===== src/rtl/full_adder_18bit_dff_sync.sv =====
// Registered ripple-carry adder: 18-bit operands plus carry-in, 19-bit result
// appearing one clock after the operands are sampled.

`timescale 1ns/1ps

// One-bit full-adder cell used as a link in the ripple-carry chain.
module full_adder_cell (
    input  logic i_a,
    input  logic i_b,
    input  logic i_c,
    output logic o_s,
    output logic o_c
);

    logic w_p;

    // Propagate term, shared by the sum and the carry-out.
    assign w_p = i_a ^ i_b;
    assign o_s = w_p ^ i_c;
    assign o_c = (i_a & i_b) | (i_c & w_p);

endmodule

module full_adder_18bit_dff_sync #(
    parameter int unsigned WIDTH = 18
) (
    input  logic             clk,
    input  logic             rstn,   // active-high synchronous reset despite the name
    input  logic [WIDTH-1:0] a,
    input  logic [WIDTH-1:0] b,
    input  logic             c_in,
    output logic [WIDTH:0]   sum
);

    logic [WIDTH:0]   w_carry;
    logic [WIDTH-1:0] w_sum_bits;
    logic [WIDTH:0]   w_result;
    logic [WIDTH:0]   r_sum;

    assign w_carry[0] = c_in;

    // Ripple chain: each cell's carry-out feeds the next cell's carry-in.
    for (genvar i = 0; i < int'(WIDTH); i++) begin : g_cell
        full_adder_cell u_cell (
            .i_a (a[i]),
            .i_b (b[i]),
            .i_c (w_carry[i]),
            .o_s (w_sum_bits[i]),
            .o_c (w_carry[i+1])
        );
    end

    // Final carry becomes the top result bit, so nothing is truncated.
    assign w_result = {w_carry[WIDTH], w_sum_bits};

    // Result register loads every edge; reset takes priority and clears it.
    always_ff @(posedge clk) begin
        if (rstn) begin
            r_sum <= '0;
        end else begin
            r_sum <= w_result;
        end
    end

    assign sum = r_sum;

endmodule


===== config.mk =====
export PLATFORM = sky130hd
export DESIGN_NAME = full_adder_18bit_dff_sync
export DESIGN_NICKNAME = d
export VERILOG_FILES = /design/src/rtl/full_adder_18bit_dff_sync.sv
export SDC_FILE = /design/constraint.sdc
export NUM_CORES = 1
export LEC_CHECK = 0
export CORE_MARGIN = 4
export CORE_UTILIZATION = 32
export DETAILED_ROUTE_END_ITERATION = 16
export PLACE_DENSITY = 0.8
export SYNTH_ARGS = -nofsm -noshare
export SYNTH_HDL_FRONTEND = slang
export SYNTH_SLANG_ARGS = --single-unit

===== constraint.sdc =====
create_clock -name clk -period 8.64 [get_ports clk]
set_input_delay 1.728 -clock clk [delete_from_list [all_inputs] [get_ports clk]]
set_output_delay 1.728 -clock clk [all_outputs]
set_load 0.005 [all_outputs]

==> summary.txt <==
Synth
  – Seq/Total Area, Yosys: between 40 and 50%
  – Synthesized flop and latch total: 19
  – Post-Syn Instances: 64
  – Synthesis Warnings: 0
  – Syn_area_per_cell: around 14 sq um
  – Syn Nets: 121
  – Post-Syn Area: approximately 900 sq um
  – Post-synth cell types: 7

Timing
  – Setup TNS: 0 ns
  – Final setup violation count: 0
  – Final hold vios: 0
  – Setup ws final: roughly 0.19 ns
  – Post-layout minimum cycle time: 8.45 ns
  – F_max: between 100 and 150 MHz
  – Slew Viols, Final: 0
  – Slew HR: 61.4%
  – Period utilization: a little over nine tenths
  – RSZ-0062 raised after global routing: false
  – Worst-Margin Slew: between 0.5 and 0.6 ns

Floorplan
  – Die height: about 61 um
  – Core area: 0.00257 sq mm
  – Die ar.: around 0.0037 sq mm
  – IO Count: 58
  – Starting Density: a little over a third
  – Die Wd: just over 60 um
  – Row Count: 18

GRT
  – Total gr overflow: 0
  – First-pass GRT wire length: about 2.9 mm
  – Pin count of the biggest net entering global routing: 20
  – Vias in the first global route: around 690
  – Initial antenna violation count: 0
  – GR Util All Layers: between 10% and 20%

Power and ir drop
  – Static Leak: about 0.62 nW
  – Design Power: ~0.00022 W
  – PD cells: about 140 mW/mm^2
  – Peak VDD IR: ~85 uV

Routing
  – DRT antenna net count: 0
  – WL per Instance: about 13 um
  – TritonRoute pass-1 iters: 2
  – Via density: between 4 and 5
  – DRC: 0
  – DR vias: about 650
  – DR iter-0 viols: 2
  – WL final: a little over 2 mm

Critical path
  – Crit path max fanout: 1
  – Setup crit end kind: flip-flop
  – Crit path arrival time: between 8 and 9 ns
  – Startpoint types: input pin
  – WP data required: 8.86 ns
  – Crit Path Category: input pin to flip-flop

Clock network
  – Max clock buf depth: 2
  – TritonCTS buffer count: 3
  – Post-CTS setup buffers: 0
  – CTS root buf: clkbuf_4
  – CTS tree: built
  – Worst-path clk slew: 0.10 ns
  – CTS Hold Bufs: 0
  – CTS sink cnt: 19
  – H-tree depth: 1

Run
  – Number of max-cap violations: 0

Finish
  – Share of cells above drive strength 1: 14.5%
  – Largest register FFs: 19
  – Design Area, Final: 0.00156 sq mm
  – Synthesis-to-finish area growth: 74.0%
  – Final #Nets: about 180
  – Fillcell total: between 200 and 250
  – Register area: 380 sq um
  – Diodes inserted: 0
  – Multi-input logic area: slightly above 500 sq um

Placed design
  – Gpl congestion: 0.693
  – Placed cell area: around 0.0015 sq mm
  – Place WS: -0.718 ns
  – Buffers on Ports: 57
  – HPWL Detailed: 1.79 mm

Run status
  – Status: finished clean

Worst hold path
  – Worst hold-check path type: input pin to flip-flop
[through the flow]
stage,cells,utilization (%),hold slack [ns]
after floorplan,64,-,1.80
after global placement,150,58.4,2.43
after detailed placement,150,58.4,2.43
after CTS,154,60.3,2.13
after global routing,154,60.7,2.17
final,154,60.7,2.13
[worst max-delay path, cell delays in order]
cell and delay [ns]:
clkdlybuf4s50_1 0.44, fa_2 0.40, fa_2 0.35, fa_2 0.34, fa_2 0.35, fa_2 0.35, fa_2 0.35, fa_2 0.35
fa_2 0.34, fa_2 0.32, inv_1 0.07, fa_1 0.15, inv_1 0.05, fa_1 0.38, fa_2 0.35, fa_2 0.34
fa_2 0.34, fa_2 0.35, fa_2 0.35, fa_1 0.36, inv_1 0.08, fa_1 0.41, nor2_1 0.11
[synthesized netlist by cell type]
cell type | count | area, sq um
dfxtp_1 | 19 | 380
inv_1 | 7 | 26.3
fa_1 | 18 | 360
nor2_1 | 3 | 11.3
buf_4 | 1 | 7.51
nor2b_1 | 8 | 50.1
and2b_1 | 8 | 60.1
[power by group]
group	switching, W	total (W)	internal, W
clock	0.0000260	0.0000432	0.0000172
combinational	0.0000238	0.0000728	0.0000490
sequential	0.00000280	0.000102	0.0000988
[placed cells by master (no fill, tap or decap)]
cell type / n
and2b_1: 8
nor2_1: 3
fa_2: 14
dfxtp_1: 19
fa_1: 4
nor2b_1: 8
inv_1: 7
clkinv_2: 1
clkdlybuf4s50_1: 57
clkbuf_4: 3
[worst paths after layout]
check                 start            endpoint  slack (ns)  cells past startpoint
worst max-delay path   a[0]  sum[17]$_SDFF_PP0_        0.19                     23
worst min-delay path   b[9]   sum[9]$_SDFF_PP0_        2.13                      4
[kinds of logic after synthesis]
logic type               after synthesis  share of synthesized area, %
flip-flops                            19                          42.5
buffers and inverters                  8                          3.77
AND/OR/NAND/NOR                       19                          13.5
adder cells (fa/ha/maj)               18                          40.2
[repair_timing]
item,in CTS,in global routing
resized for setup,9,4
setup endpoints to repair,3,1
pin swaps,0,0
[final cells by class]
cell class	instances	share of cell area, %
sequential	19	24.4
tap	30	2.41
clock inverter	1	0.321
timing repair buffer	57	36.6
inverter	7	1.69
multi-input combinational	37	33.1
clock buffer	3	1.44
[metal layers]
metal / track usage [%] / wire length, um / vias up
li1: - / - / 304
met1: 12.0 / 692 / 298
met2: 20.2 / 1010 / 42
met3: 3.40 / 347 / 2
met4: 3.72 / 16 / 0
met5: 0 / 0 / -
(Power assumes the default switching activity.)
